## src/rtl/spi_shift_engine.sv

```systemverilog
// SPI master shift engine: one 8/16/24/32-bit frame per tx handshake, all four CPOL/CPHA modes.
// Frame = SETUP, 2N SCK half-periods, HOLD, each (div+1) cycles; tx_ready_o only in IDLE, rx has no backpressure.
module spi_shift_engine #(
    parameter int NSS_NUM = 4
) (
    input  logic               clk_i,
    input  logic               rst_n_i,
    input  logic               cpol_i,
    input  logic               cpha_i,
    input  logic               lsb_i,
    input  logic [7:0]         div_i,
    input  logic [1:0]         dtb_i,
    input  logic [NSS_NUM-1:0] nss_sel_i,
    input  logic               tx_valid_i,
    output logic               tx_ready_o,
    input  logic [31:0]        tx_data_i,
    output logic               rx_valid_o,
    output logic [31:0]        rx_data_o,
    output logic               busy_o,
    output logic               spi_sck_o,
    output logic               spi_mosi_o,
    input  logic               spi_miso_i,
    output logic [NSS_NUM-1:0] spi_nss_o
);
    typedef enum logic [1:0] {IDLE, SETUP, XFER, HOLD} state_t;

    state_t               state_q, state_d;
    logic [7:0]           hcnt_q, hcnt_d;
    logic [6:0]           ecnt_q, ecnt_d;
    logic [7:0]           div_q, div_d;
    logic [1:0]           dtb_q, dtb_d;
    logic                 cpol_q, cpol_d;
    logic                 cpha_q, cpha_d;
    logic                 lsb_q, lsb_d;
    logic [NSS_NUM-1:0]   nss_q, nss_d;
    logic                 sck_q, sck_d;
    logic                 mosi_q, mosi_d;
    logic                 rx_vld_q, rx_vld_d;
    logic [31:0]          tx_q, tx_d;
    logic [31:0]          rx_sh_q, rx_sh_d;
    logic [31:0]          rx_data_q, rx_data_d;

    logic hs, lead_edge, last_edge, sample_ev, shift_ev;

    // The next bit to transmit always sits at bit 0 (LSB-first) or bit N-1 (MSB-first).
    function automatic logic next_bit(input logic [31:0] d, input logic lsb, input logic [1:0] dtb);
        return lsb ? d[0] : d[{dtb, 3'b111}];
    endfunction

    function automatic logic [31:0] shift_tx(input logic [31:0] d, input logic lsb);
        return lsb ? (d >> 1) : (d << 1);
    endfunction

    // LSB-first bits enter at N-1 and drift down, so after N samples the first bit lands at 0.
    function automatic logic [31:0] shift_rx(input logic [31:0] r, input logic b,
                                             input logic lsb, input logic [1:0] dtb);
        return lsb ? ((r >> 1) | (32'(b) << {dtb, 3'b111})) : {r[30:0], b};
    endfunction

    assign hs        = tx_valid_i && (state_q == IDLE);
    assign lead_edge = ~ecnt_q[0];
    assign last_edge = (ecnt_q == {1'b0, dtb_q, 4'hF});
    assign sample_ev = cpha_q ? ~lead_edge : lead_edge;
    assign shift_ev  = cpha_q ? lead_edge : (~lead_edge && ~last_edge);

    always_comb begin
        state_d   = state_q;
        hcnt_d    = hcnt_q;
        ecnt_d    = ecnt_q;
        div_d     = div_q;
        dtb_d     = dtb_q;
        cpol_d    = cpol_q;
        cpha_d    = cpha_q;
        lsb_d     = lsb_q;
        nss_d     = nss_q;
        sck_d     = sck_q;
        mosi_d    = mosi_q;
        rx_vld_d  = 1'b0;
        tx_d      = tx_q;
        rx_sh_d   = rx_sh_q;
        rx_data_d = rx_data_q;
        case (state_q)
            IDLE: begin
                if (hs) begin
                    state_d = SETUP;
                    hcnt_d  = div_i;
                    div_d   = div_i;
                    dtb_d   = dtb_i;
                    cpol_d  = cpol_i;
                    cpha_d  = cpha_i;
                    lsb_d   = lsb_i;
                    nss_d   = nss_sel_i;
                    sck_d   = cpol_i;
                    rx_sh_d = '0;
                    // CPHA=0 presents bit 0 during SETUP; CPHA=1 shifts it out on the first leading edge.
                    mosi_d  = next_bit(tx_data_i, lsb_i, dtb_i);
                    tx_d    = cpha_i ? tx_data_i : shift_tx(tx_data_i, lsb_i);
                end
            end
            SETUP: begin
                if (hcnt_q == 8'd0) begin
                    state_d = XFER;
                    hcnt_d  = div_q;
                    ecnt_d  = 7'd0;
                end else begin
                    hcnt_d = hcnt_q - 8'd1;
                end
            end
            XFER: begin
                if (hcnt_q == 8'd0) begin
                    hcnt_d = div_q;
                    sck_d  = ~sck_q;
                    if (sample_ev) begin
                        rx_sh_d = shift_rx(rx_sh_q, spi_miso_i, lsb_q, dtb_q);
                    end
                    if (shift_ev) begin
                        mosi_d = next_bit(tx_q, lsb_q, dtb_q);
                        tx_d   = shift_tx(tx_q, lsb_q);
                    end
                    if (last_edge) begin
                        state_d = HOLD;
                    end else begin
                        ecnt_d = ecnt_q + 7'd1;
                    end
                end else begin
                    hcnt_d = hcnt_q - 8'd1;
                end
            end
            HOLD: begin
                if (hcnt_q == 8'd0) begin
                    state_d   = IDLE;
                    rx_data_d = rx_sh_q;
                    rx_vld_d  = 1'b1;
                    mosi_d    = 1'b0;
                end else begin
                    hcnt_d = hcnt_q - 8'd1;
                end
            end
            default: state_d = IDLE;
        endcase
    end

    always_ff @(posedge clk_i or negedge rst_n_i) begin
        if (!rst_n_i) begin
            state_q   <= IDLE;
            hcnt_q    <= '0;
            ecnt_q    <= '0;
            div_q     <= '0;
            dtb_q     <= '0;
            cpol_q    <= 1'b0;
            cpha_q    <= 1'b0;
            lsb_q     <= 1'b0;
            nss_q     <= '0;
            sck_q     <= 1'b0;
            mosi_q    <= 1'b0;
            rx_vld_q  <= 1'b0;
            tx_q      <= '0;
            rx_sh_q   <= '0;
            rx_data_q <= '0;
        end else begin
            state_q   <= state_d;
            hcnt_q    <= hcnt_d;
            ecnt_q    <= ecnt_d;
            div_q     <= div_d;
            dtb_q     <= dtb_d;
            cpol_q    <= cpol_d;
            cpha_q    <= cpha_d;
            lsb_q     <= lsb_d;
            nss_q     <= nss_d;
            sck_q     <= sck_d;
            mosi_q    <= mosi_d;
            rx_vld_q  <= rx_vld_d;
            tx_q      <= tx_d;
            rx_sh_q   <= rx_sh_d;
            rx_data_q <= rx_data_d;
        end
    end

    assign tx_ready_o = (state_q == IDLE);
    assign busy_o     = (state_q != IDLE);
    assign rx_valid_o = rx_vld_q;
    assign rx_data_o  = rx_data_q;
    assign spi_sck_o  = sck_q;
    assign spi_mosi_o = mosi_q;
    assign spi_nss_o  = (state_q == IDLE) ? {NSS_NUM{1'b1}} : ~nss_q;

endmodule

```

## config.mk

```make
export PLATFORM = sky130hd
export DESIGN_NAME = spi_shift_engine
export DESIGN_NICKNAME = d
export VERILOG_FILES = /design/src/rtl/spi_shift_engine.sv
export SDC_FILE = /design/constraint.sdc
export NUM_CORES = 1
export LEC_CHECK = 0
export ABC_AREA = 0
export CORE_AREA = 2 2 118 131
export CTS_BUF_LIST = sky130_fd_sc_hd__clkbuf_8 sky130_fd_sc_hd__clkbuf_16
export CTS_CLUSTER_SIZE = 10
export DETAILED_ROUTE_END_ITERATION = 8
export DIE_AREA = 0 0 120 133
export GPL_TIMING_DRIVEN = 0
export MAX_ROUTING_LAYER = met4
export PLACE_DENSITY = 0.75
export RECOVER_POWER = 25
export SLEW_MARGIN = 20
export SYNTH_ARGS = -nofsm -noshare
export SYNTH_HDL_FRONTEND = slang
export SYNTH_SLANG_ARGS = --single-unit
```

## constraint.sdc

```tcl
create_clock -name clk_i -period 2.4 [get_ports clk_i]
set_clock_uncertainty 0.1 [all_clocks]
set_input_delay 0.6 -clock clk_i [delete_from_list [all_inputs] [get_ports clk_i]]
set_output_delay 0.6 -clock clk_i [all_outputs]
set_load 0.03 [all_outputs]
```

== Word level (Yosys, flattened, before mapping) ==
Index checks and enable logic that the tools add are counted.

* Bits of input ports: 53
* Memory bits (writable): 0
* Output and inout port bits: 41
* Memory bits (read-only): 0
* Bits in latches: 0
* Memories kept: 0
* Bits in registers: 132

* Divide/modulo/power cells: 0
* Bitwise logic cells: 5
* Eq/ne operators: 13
* Muxes and demuxes: 45
* Shift operators: 1
* $mul: 0
* Magnitude comparators: 2
* Reductions and logical operators: 18
* Add/subtract/negate cells: 2

{| class="wikitable"
|+ Operators by type and width
! kind !! number
|-
| 2-to-1 mux 32 bit || 10
|-
| one-hot mux 32 bit (2 select lines) || 2
|-
| bitwise OR 31 x 32 -> 32 bit || 1
|-
| << shifter 1 x 5 -> 32 bit || 1
|-
| 2-to-1 mux 8 bit || 3
|-
| one-hot mux 8 bit (3 select lines) || 1
|-
| 2-to-1 mux 7 bit || 3
|-
| inequality test 2 bit, second input constant || 8
|-
| 2-to-1 mux 1 bit || 14
|-
| one-hot mux 7 bit (2 select lines) || 1
|-
| less-than comparator 5 x 6 -> 1 bit, second input constant || 2
|-
| AND reduction 4 bit || 3
|-
| 2-to-1 mux 2 bit || 5
|-
| AND reduction 5 bit || 2
|-
| logical NOT 8 bit || 1
|-
| one-hot mux 2 bit (4 select lines) || 1
|-
| subtractor 8 x 1 -> 8 bit, second input constant || 1
|-
| adder 7 x 1 -> 7 bit, second input constant || 1
|-
| == test 7 x 6 -> 1 bit || 1
|-
| AND reduction 2 bit || 3
|-
| nonzero test 2 bit || 3
|-
| binary-select mux 1 bit (select 2 bit) || 2
|-
| == test 2 bit, second input constant || 2
|-
| 2-to-1 mux 4 bit || 1
|-
| 11 further kinds || 14
|}

== Depth between registers and ports, before layout ==
Gate-level depths: netlist of run 1.

* Depth in word-level cells: 7
* Mapped depth: 10
* Mapped depth without buffers: 7

== Worst setup path before layout of run 1 ==
OpenSTA, ideal clock, no wires.

* Kind: reg-to-reg
* From: register state_q[0]
* To: register rx_sh_q[4]
* Period minus slack after synthesis: 2.971 ns
* Buffers on the path: 3
* Setup time: 0.135 ns
* Data arrival time: 2.737 ns
* Path slack: -0.571 ns
* Cell stages (with the launch flop): 10
* Cell sequence: dfrtp_1 inv_1 ha_1 buf_2 clkinv_1 a21boi_0 o21bai_1 clkbuf_1 clkbuf_1 o31ai_1

* Cells in the longest elaborated chain, start to end: 4
* Elaborated cells on any way between the ends: 9
* Classes of those cells: 4 x eq/ne; 1 x mux; 4 x reduce/logical

{| class="wikitable"
|+ RTL lines
! item !! RTL line !! source
|-
| start, declared || 27 || <nowiki>state_t state_q, state_d;</nowiki>
|-
| start signal, assigned || 161 || <nowiki>state_q <= state_d;</nowiki>
|-
| logical NOT 2 bit (*) || n/a ||
|-
| via tx_ready_o || 15 || <nowiki>output logic tx_ready_o,</nowiki>
|-
| logical AND 1 bit || 60 || <nowiki>assign hs = tx_valid_i && (state_q == IDLE);</nowiki>
|-
| inequality test 2 x 1 -> 1 bit (no line) || n/a ||
|-
| AND reduction 4 bit (no line) || n/a ||
|-
| end signal, assigned || 174 || <nowiki>rx_sh_q <= rx_sh_d;</nowiki>
|-
| end, declared || 40 || <nowiki>logic [31:0] rx_sh_q, rx_sh_d;</nowiki>
|}

The timed path passes the listed nets; every way through them passes the cells marked *.
A chain may end at the register's enable or synchronous reset.

== Final worst setup path of run 1 ==
* From: register hcnt_q[0]
* To: register tx_q[30]

* Cells in the longest elaborated chain, start to end: 3

{| class="wikitable"
|+ RTL lines
! item !! RTL line !! source
|-
| start, declared || 28 || <nowiki>logic [7:0] hcnt_q, hcnt_d;</nowiki>
|-
| start signal, assigned || 162 || <nowiki>hcnt_q <= hcnt_d;</nowiki>
|-
| logical NOT 8 bit || 110 || <nowiki>if (hcnt_q == 8'd0) begin</nowiki>
|-
| inequality test 2 bit (no line) || n/a ||
|-
| AND reduction 4 bit (no line) || n/a ||
|-
| end signal, assigned || 173 || <nowiki>tx_q <= tx_d;</nowiki>
|-
| end, declared || 39 || <nowiki>logic [31:0] tx_q, tx_d;</nowiki>
|}

Every way passes these cells.

==> impl_metrics.py, run 1 <==
metrics = {
    "cts": {
        "worst_skew_pair.late_latency_ns": 0.42,
        "cts_made_buffers": 17,
        "clockBufferDepth": 2,
        "clk_pin_slew_ns": 0.06,
        "htreeDepth": 4,
        "cts.sinks": 132,
        "cts_tree": "done",
        "clockRootBuffer": "clkbuf_16",
    },
    "drt": {
        "postRouteAntennaNets": 0,
        "wl_per_cell_um": 18.2,
        "first_pass_iters": 5,
        "routed_wl_um": 19100,
        "drc": 0,
        "drt_iter0_markers": 487,
        "vias_per_cell": 5.83,
        "via_count": 6095,
    },
    "final_layout": {
        "final_nets": 897,
        "instances_no_fill": 1045,
        "layout_common_cells": "dfrtp_1, mux2i_1, clkdlybuf4s50_1",
        "drive_above_1_share": 0.245,
        "postLayoutCoreUtil": 0.661,
        "area_growth_pct": 32.7,
        "final_common_cell": "dfrtp_1",
        "n_antenna_cell": 0,
    },
    "setup_path": {
        "cp-end-kind": "flip-flop",
        "critPathLaunch": "hcnt_q[0]",
        "start_kind": "flip-flop",
        "crit_slowest_cell": "dfrtp_1",
        "cp_num_buf_inv": 3,
        "crit_chain": "inv_2 -> ha_4 -> or3b_4 -> or2_4 -> a221oi_4 -> buf_6 -> buf_8 -> mux2_4",
        "critPathArrivalTime_ns": 2.66,
        "worst-setup-path-type": "flip-flop to flip-flop",
        "path_delay_family": "simple AND/OR/NAND/NOR gates",
        "required_ns": 2.60,
        "path_max_fanout": 7,
        "cpPeakStageDelay_ns": 0.41,
        "reg2reg_from": "hcnt_q[0]",
    },
    "timing": {
        "finalHoldViolations": 0,
        "finalMaxSlewViolations": 0,
        "rsz0062_at_grt": "true",
        "fmax_mhz": 406,
        "timing_worst_slew_pin_value_ns": 0.840,
        "tns_ns": -1.36,
        "hold-worst-slack_ns": 0.400,
        "post-route-min-period_ns": 2.46,
        "fin_ws_ns": -0.0633,
        "slew_headroom": 0.440,
        "finalCritPeriodShare": 1.03,
        "setup_violations": 36,
    },
    "status": {
        "violations": "setup timing",
        "outcome": "finished, violations left",
    },
    "synthesis": {
        "syn_area_per_cell_um2": 10.5,
        "synthArstFlopShare": 1.00,
        "ys_types": 51,
        "netlist_area_um2": 7350,
        "ys_seq_area_frac": 0.449,
        "ys_top_cells_by_area": "dfrtp_1, mux2i_1, mux2_2",
        "synthFlopType": "dfrtp_1",
        "syn_inst": 700,
        "synth-seq-cells": 132,
        "yosys.area.top_type": "dfrtp_1",
        "synth_top_area_frac": 0.449,
        "yosys_warnings": 0,
        "synth_edf_count": 0,
        "syn_nets": 761,
    },
    "global_routing": {
        "antenna_found_initial": 0,
        "grt.total_usage": 0.241,
        "grt_util_met3": 0.0405,
        "grt_pass1_vias": 6162,
        "overflow": 0,
        "grtUsageMet1": 0.296,
        "grt_busiest_layer": "met2",
        "met2_usage": 0.406,
        "grt_max_degree": 101,
        "grt_pass1_wl_um": 30300,
    },
    "floorplan": {
        "core_um2": 14800,
        "rows": 47,
        "die_area_um2": 16000,
        "die_w_um": 120,
        "start_util": 0.498,
        "ios": 94,
        "die_h_um": 133,
    },
    "place": {
        "place_hpwl_um": 12500,
        "gp_congestion": 0.878,
        "port_buffers": 91,
        "place_inst": 988,
    },
    "pwr": {
        "p_clk_frac": 0.231,
        "seqPwrFrac": 0.273,
        "power_density_nw_per_um2": 1270,
        "peakVddDrop_mv": 0.614,
        "p_int_mw": 7.64,
        "p_switching_mw": 4.70,
        "switching_share": 0.381,
        "combinationalPowerShare": 0.496,
        "p_leak_nw": 4.36,
    },
    "worst_hold_path": {
        "hp-start": "rx_data_o[28]",
        "hp-class": "flip-flop to flip-flop",
    },
    "run": {
        "drv_cap": 0,
    },
}
-- cells by family (layout without fill, tap and decap cells) --
kind of cell               after synthesis  in the layout  share of synthesized area
buffers and inverters                   65            214                     0.0378
xor gates and xnor gates                 9              9                     0.0107
muxes                                  171            171                      0.250
DFF                                    132            132                      0.449
adders and majority gates                8              8                     0.0136
and+or+nand+nor                        161            161                     0.0987
AOI/OAI and AO/OA                      154            154                      0.140
-- state kept, by name, summed over array words and instances, names as in the netlist, 2 cells and up --
register   count
rx_data_o     32
rx_sh_q       32
tx_q          32
div_q          8
hcnt_q         8
ecnt_q         7
nss_q          4
dtb_q          2
state_q        2
-- final cells by class --
| class | instances | area, um^2 |
|---|---|---|
| Fill cell | 1091 | 5010 |
| Multi-Input combinational cell | 503 | 4050 |
| Sequential cell | 132 | 3300 |
| Timing Repair Buffer | 120 | 1180 |
| Clock buffer | 18 | 439 |
| Buffer | 52 | 287 |
| Tap cell | 196 | 245 |
| Clock inverter | 14 | 209 |
| Inverter | 10 | 43.8 |
-- layer usage --
metal	part of all wire	vias to the layer above	wire length, um
met5	0	-	0
met4	0.020	0	383
met3	0.047	39	893
met2	0.51	208	9770
met1	0.42	3019	8030
li1	-	2829	-
-- cells in the mapped netlist, types with 6 or more instances --
cell type,number
nand3_1,7
mux2i_1,89
clkbuf_1,39
buf_1,9
nand2b_1,9
o31ai_1,30
o21ai_0,16
mux2_2,79
nor2_1,56
ha_1,8
dfrtp_1,132
a21oi_1,49
inv_1,8
a211oi_1,30
nand2_1,58
nor3_1,8
a31oi_1,6
xor2_1,6
-- final timing paths --
kind,endpoint,slack (ns),cells after the start
worst max-delay path,tx_q[30],-0.06,8
worst max register to register,tx_q[30],-0.06,8
worst min-delay path,rx_data_o[28],0.40,1
min in group asynchronous,rx_data_o[25],0.72,2
worst min register to register,rx_data_o[28],0.40,1
max in group asynchronous,state_q[0],0.28,3
-- repair_timing --
item	in CTS	in global routing
gates cloned	1	1
setup endpoints to repair	110	106
hold buffers	1	0
setup buffers	16	9
hold endpoints to repair	32	0
gates resized for setup	96	47
pin swaps	3	7
-- through the flow --
stage / power, mW / setup WS, ns / area [um^2]
2_1_floorplan: 6.92 / -0.135 / 7390
3_3_place_gp: 8.02 / -4.44 / 8540
3_5_place_dp: 8.22 / -0.552 / 8570
4_1_cts: 11.8 / -0.137 / 9580
5_1_grt: 13.0 / -0.118 / 9750
6_report: 12.3 / -0.0633 / 9750
-- power by group through the flow --
| stage | logic [mW] | registers [mW] | clock network [mW] |
|---|---|---|---|
| after floorplan | 3.65 | 3.27 | 0 |
| after global placement | 4.69 | 3.34 | 0 |
| after detailed placement | 4.86 | 3.37 | 0 |
| after CTS | 5.60 | 3.33 | 2.88 |
| after global routing | 6.55 | 3.43 | 2.99 |
| final | 6.12 | 3.37 | 2.85 |
(Power assumes the default switching activity.)
==> inputs of run 2 (changes only) <==
SLEW_MARGIN = 25   (was 20)
==> run 2 against run 1 <==
Effect of this change: the flow still finishes with violations (setup timing); largest power group unchanged; clock-buffer cell count increased by 1; die area did not move; cell area shrank 0.54%; utilization shrank 0.36 points.
==> impl_metrics.py, run 2 (same netlist as run 1, synthesis figures left out) <==
metrics = {
    "status": {
        "outcome": "finished, violations left",
        "violations": "setup timing",
    },
    "global_routing": {
        "grt_pass1_vias": 6214,
        "grt_util_met3": 0.0457,
        "overflow": 0,
        "grt_max_degree": 99,
        "met2_usage": 0.400,
        "antenna_found_initial": 0,
        "grtUsageMet1": 0.289,
        "grt_pass1_wl_um": 29900,
        "grt_busiest_layer": "met2",
        "grt.total_usage": 0.238,
    },
    "timing": {
        "fin_ws_ns": -0.0488,
        "finalCritPeriodShare": 1.02,
        "fmax_mhz": 408,
        "finalHoldViolations": 0,
        "setup_violations": 33,
        "timing_worst_slew_pin_value_ns": 0.915,
        "rsz0062_at_grt": "true",
        "finalMaxSlewViolations": 0,
        "slew_headroom": 0.390,
        "post-route-min-period_ns": 2.45,
    },
    "final_layout": {
        "final_nets": 893,
        "area_growth_pct": 32.0,
        "n_antenna_cell": 0,
        "layout_common_cells": "dfrtp_1, mux2i_1, clkdlybuf4s50_1",
        "final_common_cell": "dfrtp_1",
        "fillers": 1075,
        "drive_above_1_share": 0.236,
        "multi_input_area_um2": 4030,
        "area.sequential_um2": 3300,
    },
    "cts": {
        "worst_skew_pair.late_latency_ns": 0.42,
        "cts.sinks": 132,
        "htreeDepth": 4,
        "clk_pin_slew_ns": 0.06,
        "clockBufferDepth": 2,
        "clockRootBuffer": "clkbuf_16",
        "cts_tree": "done",
        "cts_made_buffers": 17,
    },
    "pwr": {
        "p_leak_nw": 4.33,
        "power_density_nw_per_um2": 1260,
        "finalPower_mw": 12.2,
        "peakVddDrop_mv": 0.602,
    },
    "floorplan": {
        "die_area_um2": 16000,
        "die_h_um": 133,
        "rows": 47,
        "start_util": 0.498,
        "core_um2": 14800,
        "ios": 94,
        "die_w_um": 120,
    },
    "setup_path": {
        "worst-setup-path-type": "flip-flop to flip-flop",
        "cp-end-kind": "flip-flop",
        "reg2reg_from": "hcnt_q[1]",
        "critPathLaunch": "hcnt_q[1]",
        "critPathArrivalTime_ns": 2.65,
        "start_kind": "flip-flop",
        "path_max_fanout": 5,
        "required_ns": 2.60,
    },
    "worst_hold_path": {
        "hp-class": "flip-flop to flip-flop",
        "hp-start": "rx_data_o[28]",
    },
    "drt": {
        "wl_per_cell_um": 18.1,
        "postRouteAntennaNets": 0,
        "drt_iter0_markers": 405,
        "drc": 0,
        "first_pass_iters": 5,
        "via_count": 6115,
        "vias_per_cell": 5.87,
        "routed_wl_um": 18800,
    },
    "place": {
        "pre_cts_ws_ns": -0.555,
        "place_hpwl_um": 12500,
        "gp_congestion": 0.878,
        "port_buffers": 91,
    },
    "run": {
        "drv_cap": 0,
    },
}
==> run 2: power breakdown <==
part / switching [mW] / internal (mW)
clock network: 0.972 / 1.90
registers: 0.510 / 2.84
logic: 3.12 / 2.88
==> run 2: metrics by stage <==
step / cell area [um^2] / hold WS (ns) / std cells / util / TNS, ns
after detailed placement: 8570 / 0.391 / 988 / 0.581 / -39.25
after global routing: 9700 / 0.419 / 1041 / 0.657 / -3.34
final: 9700 / 0.402 / 1041 / 0.657 / -0.792
after CTS: 9480 / 0.405 / 1035 / 0.642 / -3.13
after floorplan: 7390 / 0.204 / 700 / - / -3.45
after global placement: 8540 / 0.360 / 987 / 0.579 / -620.92
==> run 2: final cells by class <==
| class | count | area share |
|---|---|---|
| plain buffers | 52 | 0.0290 |
| inverters | 10 | 0.00451 |
| well taps | 196 | 0.0253 |
| repair buffers | 116 | 0.117 |
| clock inverters | 13 | 0.0210 |
| multi-input cells | 503 | 0.416 |
| flip-flops and latches | 132 | 0.340 |
| clock buffers | 19 | 0.0467 |
==> run 2: per-layer routing <==
metal | vias to the layer above | share of wire
li1 | 2829 | -
met1 | 3047 | 0.42
met2 | 207 | 0.53
met3 | 32 | 0.042
met4 | 0 | 0.014
met5 | - | 0
==> run 2: worst max-delay path, cell delays in order (launching register included) <==
cell and delay (ns):
dfrtp_1 0.39, inv_2 0.08, ha_4 0.14, or3b_4 0.41, or2_4 0.26, a221oi_4 0.31, buf_6 0.18, clkbuf_16 0.16
mux2_4 0.30
==> run 2: final timing paths <==
kind                                  to  slack [ns]  depth (start not counted)
min in group asynchronous  rx_data_o[25]        0.76                          2
hold reg to reg            rx_data_o[28]        0.40                          1
hold / removal             rx_data_o[28]        0.40                          1
max in group asynchronous      ecnt_q[5]        0.41                          3
setup reg to reg                tx_q[24]       -0.05                          8
setup / recovery                tx_q[24]       -0.05                          8
==> run 2: what timing repair did <==
item | 4_1_cts | 5_1_grt
hold buffers | 1 | 0
endpoints found under the setup margin | 120 | 108
resized for setup | 75 | 51
endpoints found under the hold margin | 34 | 0
pin swaps | 1 | 3
gates cloned | 0 | 2
setup buffers | 15 | 6
